--- src/rtl/mem_arb_pkg.sv ---
// Shared types and widths for the two-port memory arbiter.
package mem_arb_pkg;

    localparam int unsigned AddrW = 32;
    localparam int unsigned DataW = 32;

    typedef enum logic [1:0] {
        StIdle,
        StIssue,
        StBusy
    } state_e;

    typedef enum logic {
        OwnInstr,
        OwnData
    } owner_e;

endpackage

--- src/rtl/mem_arb_prio.sv ---
// Grant selection between instruction and data ports with a data-starvation limiter.
module mem_arb_prio
    import mem_arb_pkg::*;
#(
    parameter int unsigned STARVE_MAX = 4
) (
    input  logic   clk_i,
    input  logic   rst_i,
    input  logic   en_i,
    input  logic   i_req_i,
    input  logic   d_req_i,
    output logic   valid_o,
    output owner_e grant_o
);

    localparam int unsigned CntW = (STARVE_MAX > 0) ? $clog2(STARVE_MAX + 1) : 1;
    localparam logic [CntW-1:0] CntMax = CntW'(STARVE_MAX);

    logic [CntW-1:0] starve_q, starve_d;

    always_comb begin
        valid_o  = en_i & (i_req_i | d_req_i);
        grant_o  = (d_req_i && !(i_req_i && starve_q == CntMax)) ? OwnData : OwnInstr;
        starve_d = starve_q;
        if (valid_o) begin
            // Count only data grants that overtook a waiting instruction request.
            if (grant_o == OwnData && i_req_i) begin
                if (starve_q != CntMax) begin
                    starve_d = starve_q + CntW'(1);
                end
            end else begin
                starve_d = '0;
            end
        end
    end

    always_ff @(posedge clk_i or posedge rst_i) begin
        if (rst_i) begin
            starve_q <= '0;
        end else begin
            starve_q <= starve_d;
        end
    end

endmodule

--- src/rtl/mem_arbiter.sv ---
// Two-port (instruction/data) arbiter onto a single strobe/ready memory interface,
// with a BUSY timeout that completes the transaction with err_o.
module mem_arbiter
    import mem_arb_pkg::*;
#(
    parameter int unsigned STARVE_MAX = 4,
    parameter int unsigned TIMEOUT    = 16
) (
    input  logic             clk_i,
    input  logic             rst_i,
    input  logic             i_req_i,
    input  logic [AddrW-1:0] i_addr_i,
    output logic             i_done_o,
    output logic [DataW-1:0] i_rdata_o,
    input  logic             d_req_i,
    input  logic             d_we_i,
    input  logic [AddrW-1:0] d_addr_i,
    input  logic [DataW-1:0] d_wdata_i,
    output logic             d_done_o,
    output logic [DataW-1:0] d_rdata_o,
    output logic             err_o,
    output logic             mem_re_o,
    output logic             mem_we_o,
    output logic [AddrW-1:0] mem_addr_o,
    output logic [DataW-1:0] mem_wdata_o,
    input  logic [DataW-1:0] mem_rdata_i,
    input  logic             mem_ready_i
);

    localparam int unsigned TmoW = ($clog2(TIMEOUT) > 0) ? $clog2(TIMEOUT) : 1;
    localparam logic [TmoW-1:0] TmoLast = TmoW'(TIMEOUT - 1);

    state_e           state_q, state_d;
    owner_e           owner_q, owner_d;
    logic             we_q, we_d;
    logic [AddrW-1:0] addr_q, addr_d;
    logic [DataW-1:0] wdata_q, wdata_d;
    logic [DataW-1:0] rdata_q, rdata_d;
    logic             i_done_q, i_done_d;
    logic             d_done_q, d_done_d;
    logic             err_q, err_d;
    logic [TmoW-1:0]  tmo_q, tmo_d;

    logic   i_req_m, d_req_m, hold, grant_en, grant_valid;
    owner_e grant;

    always_comb begin
        i_req_m  = i_req_i & ~i_done_q;
        d_req_m  = d_req_i & ~d_done_q;
        // A port still requesting in its own done cycle is re-arbitrated next cycle as a
        // fresh request, so a continuously held port keeps its normal priority.
        hold     = (i_done_q & i_req_i) | (d_done_q & d_req_i);
        grant_en = (state_q == StIdle) & ~hold;
    end

    mem_arb_prio #(
        .STARVE_MAX(STARVE_MAX)
    ) u_prio (
        .clk_i  (clk_i),
        .rst_i  (rst_i),
        .en_i   (grant_en),
        .i_req_i(i_req_m),
        .d_req_i(d_req_m),
        .valid_o(grant_valid),
        .grant_o(grant)
    );

    always_comb begin
        state_d  = state_q;
        owner_d  = owner_q;
        we_d     = we_q;
        addr_d   = addr_q;
        wdata_d  = wdata_q;
        rdata_d  = '0;
        i_done_d = 1'b0;
        d_done_d = 1'b0;
        err_d    = 1'b0;
        tmo_d    = tmo_q;
        unique case (state_q)
            StIdle: begin
                if (grant_valid) begin
                    owner_d = grant;
                    state_d = StIssue;
                    if (grant == OwnData) begin
                        we_d    = d_we_i;
                        addr_d  = d_addr_i;
                        wdata_d = d_wdata_i;
                    end else begin
                        we_d    = 1'b0;
                        addr_d  = i_addr_i;
                        wdata_d = '0;
                    end
                end
            end
            StIssue: begin
                state_d = StBusy;
                tmo_d   = '0;
            end
            StBusy: begin
                if (mem_ready_i || tmo_q == TmoLast) begin
                    state_d  = StIdle;
                    err_d    = ~mem_ready_i;
                    rdata_d  = mem_ready_i ? mem_rdata_i : '0;
                    i_done_d = (owner_q == OwnInstr);
                    d_done_d = (owner_q == OwnData);
                end else begin
                    tmo_d = tmo_q + TmoW'(1);
                end
            end
            default: state_d = StIdle;
        endcase
    end

    always_ff @(posedge clk_i or posedge rst_i) begin
        if (rst_i) begin
            state_q  <= StIdle;
            owner_q  <= OwnInstr;
            we_q     <= 1'b0;
            addr_q   <= '0;
            wdata_q  <= '0;
            rdata_q  <= '0;
            i_done_q <= 1'b0;
            d_done_q <= 1'b0;
            err_q    <= 1'b0;
            tmo_q    <= '0;
        end else begin
            state_q  <= state_d;
            owner_q  <= owner_d;
            we_q     <= we_d;
            addr_q   <= addr_d;
            wdata_q  <= wdata_d;
            rdata_q  <= rdata_d;
            i_done_q <= i_done_d;
            d_done_q <= d_done_d;
            err_q    <= err_d;
            tmo_q    <= tmo_d;
        end
    end

    always_comb begin
        mem_re_o    = (state_q == StIssue) & ~we_q;
        mem_we_o    = (state_q == StIssue) & we_q;
        mem_addr_o  = addr_q;
        mem_wdata_o = wdata_q;
        i_done_o    = i_done_q;
        d_done_o    = d_done_q;
        err_o       = err_q;
        i_rdata_o   = i_done_q ? rdata_q : '0;
        d_rdata_o   = d_done_q ? rdata_q : '0;
    end

endmodule
--- config.mk ---
export PLATFORM = sky130hd
export DESIGN_NAME = mem_arbiter
export DESIGN_NICKNAME = d
export VERILOG_FILES = /design/src/rtl/mem_arb_pkg.sv /design/src/rtl/mem_arb_prio.sv /design/src/rtl/mem_arbiter.sv
export SDC_FILE = /design/constraint.sdc
export NUM_CORES = 1
export LEC_CHECK = 0
export CORE_MARGIN = 5
export CORE_UTILIZATION = 39
export CTS_CLUSTER_DIAMETER = 200
export DETAILED_ROUTE_END_ITERATION = 10
export PLACE_DENSITY_LB_ADDON = 0.25
export SLEW_MARGIN = 30
export SYNTH_ARGS = -nofsm -noshare
export SYNTH_HDL_FRONTEND = slang
export SYNTH_SLANG_ARGS = --single-unit
--- constraint.sdc ---
create_clock -name clk_i -period 4.3 [get_ports clk_i]
set_clock_uncertainty 0.05 [all_clocks]
set_input_delay 1.075 -clock clk_i [delete_from_list [all_inputs] [get_ports clk_i]]
set_output_delay 1.075 -clock clk_i [all_outputs]
set_load 0.02 [all_outputs]
==> flow_summary.ini <==
[synthesis]
synth-edff-count = 0
async_reset_ff_share_pct = 100
ys_seq_area_share_pct = 58.5
yosysWarnings = 0
synth.most_common_cell = dfrtp_1
avgSynthCellArea_sq_um = 10.5
syn_inst = 450
ys_top_cells_by_count = dfrtp_1, a21oi_1, and2_1
yosysTopAreaCell = dfrtp_1
synth_cell_types = 32
synth_area_sq_mm = 0.00470
syn_nets = 587
synthFlopType = dfrtp_1
ys_seq_elements = 110
synth_top_area_share_pct = 58.5
synth.area.top_cells = dfrtp_1, and2_1, a21oi_1

[critical_path]
rr_startpoint = i_done_o$_DFF_PP0_
cp-startpoint = i_done_o$_DFF_PP0_
cp_num_buf_inv = 1
endpoint = i_rdata_o[17]
crit_cells = 2
critPathArrivalTime_ns = 2.13
crit_path_end_kind = output port
cp.required_ns = 3.17
cp_cell_sequence = and2_1, clkdlybuf4s50_1
crit_type = flop to output port
critical_path.slowest_cell = dfrtp_1
worstPathMaxFanout = 36
rrSetupSlack_ns = 1.80
rr_endpoint = mem_wdata_o[19]$_DFFE_PP0P_
crit_path_max_incr_delay_ns = 0.91
startpoint_type = flop
ff2ff_path_depth = 5
crit_family = flip-flops

[clock_network]
cts_buffer_depth = 2
hold_buffers = 0
cts_tree = done
clk_latency_ns = 0.34
cts-root-buf = clkbuf_16
cts_setup_buffers = 0
path_clk_slew_ns = 0.08
cts_resized = 0
clock_sinks = 110
cts_buffers = 9
ctsHtreeMaxLevel = 3

[floorplanning]
initial_utilization_pct = 39.5
die_y_microns = 120
die_w_microns = 120
row_count = 40
io_pins = 267
die_area_sq_mm = 0.0144
core-area_sq_mm = 0.0119

[grt]
grt_first_pass_wirelength_microns = 21900
first_global_vias = 4287
antenna_found_initial = 0
grt_start_max_net_pins = 71
grt_overflow_total = 0
track_usage_pct = 18.9

[placement]
gp_congestion = 0.780
hpwl_microns = 10500
dp_slack_ns = 1.10
portBuffers = 266

[timing]
finalMaxSlewViolations = 0
tightest_slew_ns = 0.870
hold_viol = 0
period_minus_slack_ns = 3.25
setup_slack_ns = 1.05
timing.final.crit_share_pct = 75.7
setup_viol = 0
fmaxAchievable_mhz = 307
hold_ws_ns = 0.418
slew_headroom_pct = 42.0
rsz0062_at_grt = false
fin_tns_setup_ns = 0

[power_and_ir_drop]
p_leak_nw = 3.46
p_total_w = 0.00452
combPwrFrac_pct = 44.3
vdd_drop_max_mv = 0.324
sw_frac_of_total_pct = 37.1
internal-power_w = 0.00284
powerDensity_mw_per_mm2 = 582
p_clk_share_pct = 19.0
switching_power_w = 0.00168
seqPwrFrac_pct = 36.7

[min_path]
hp-class = flop to flop

[run_status]
status = finished clean

[drt]
drt_iter0_drc = 216
num_vias = 4209
drc_errors = 0
wl_microns = 14300
via_per_inst = 4.95
firstDrtPassIters = 4
wl_per_cell_microns = 16.8
drt.antenna.violating_nets = 0

[job]
cap_violations = 0

[cells_and_area]
fin_nets = 836
n_antenna_cell = 0
drive_above_1_share_pct = 4.12
utilization_pct = 65.2
syn2layout_area_growth_pct = 65.0
flip-flops by register name (all words and copies together), names as in the netlist:
register         cells
tmo_q                4
d_done_o             1
rdata_q             32
we_q                 1
mem_addr_o          32
u_prio.starve_q      3
state_q              2
i_done_o             1
mem_wdata_o         32
err_o                1
owner_q              1
cell families (layout without fill, tap and decap cells):
group,Yosys count,in the layout,synth area share [%]
buffers and inverters,39,293,4.12
AND/OR/NAND/NOR,188,188,21.2
adder cells (fa/ha/maj),3,3,0.798
XOR/XNOR,1,1,0.186
multiplexers,2,2,0.452
flip-flops,110,110,58.5
AO/OA/AOI/OAI,107,107,14.8
power groups by stage:
stage,Sequential [W],Combinational (W),Clock (W)
global placement,0.00166,0.00197,0
CTS,0.00166,0.00203,0.000876
global route,0.00171,0.00215,0.000916
finish,0.00166,0.00200,0.000860
floorplan,0.00200,0.000719,0
detailed placement,0.00166,0.00203,0
final cells by class:
cell class / instances / area, sq um
sequential: 110 / 2750
fill: 1007 / 4150
clock inverter: 7 / 86.3
clock buffer: 9 / 225
inverter: 6 / 25.0
tap: 147 / 184
timing repair buffer: 271 / 2730
multi-input combinational: 301 / 1770
how the worst min path moves through the flow:
| stage | start | end | slack [ns] | cells after the start |
|---|---|---|---|---|
| 5_1_grt | owner_q$_DFFE_PP0P_ | i_done_o$_DFF_PP0_ | 0.46 | 1 |
| 3_3_place_gp | owner_q$_DFFE_PP0P_ | i_done_o$_DFF_PP0_ | 0.40 | 1 |
| 3_5_place_dp | owner_q$_DFFE_PP0P_ | i_done_o$_DFF_PP0_ | 0.41 | 1 |
| 2_1_floorplan | owner_q$_DFFE_PP0P_ | i_done_o$_DFF_PP0_ | 0.38 | 1 |
| 4_1_cts | owner_q$_DFFE_PP0P_ | i_done_o$_DFF_PP0_ | 0.42 | 1 |
| 6_report | owner_q$_DFFE_PP0P_ | i_done_o$_DFF_PP0_ | 0.42 | 1 |
stage by stage:
step / cell area [sq um] / std cells
finish: 7760 / 851
detailed placement: 7450 / 835
CTS: 7760 / 851
global placement: 7450 / 835
floorplan: 4700 / 450
global route: 7760 / 851
layout by cell type (no fill, tap or decap), types with 2 or more instances in the layout:
cell and instances:
nand3_1 3, and3_1 32, nor2_1 37, a21oi_1 65, clkbuf_16 9, inv_6 2
clkdlybuf4s50_1 266, inv_1 4, and2_1 65, buf_4 3, dfrtp_1 110, buf_12 2
nand2_1 40, nand4b_1 2, inv_8 2, a22o_1 35, nor2b_1 3, ha_1 3
metal layers:
metal	part of all wire, %	track usage (%)	routed length (microns)
met1	41	23.6	5920
met2	48	31.6	6850
met3	7.4	4.67	1060
met4	3.1	7.73	437
met5	0	0	0
Note: power is estimated with default switching activity, not from simulation.
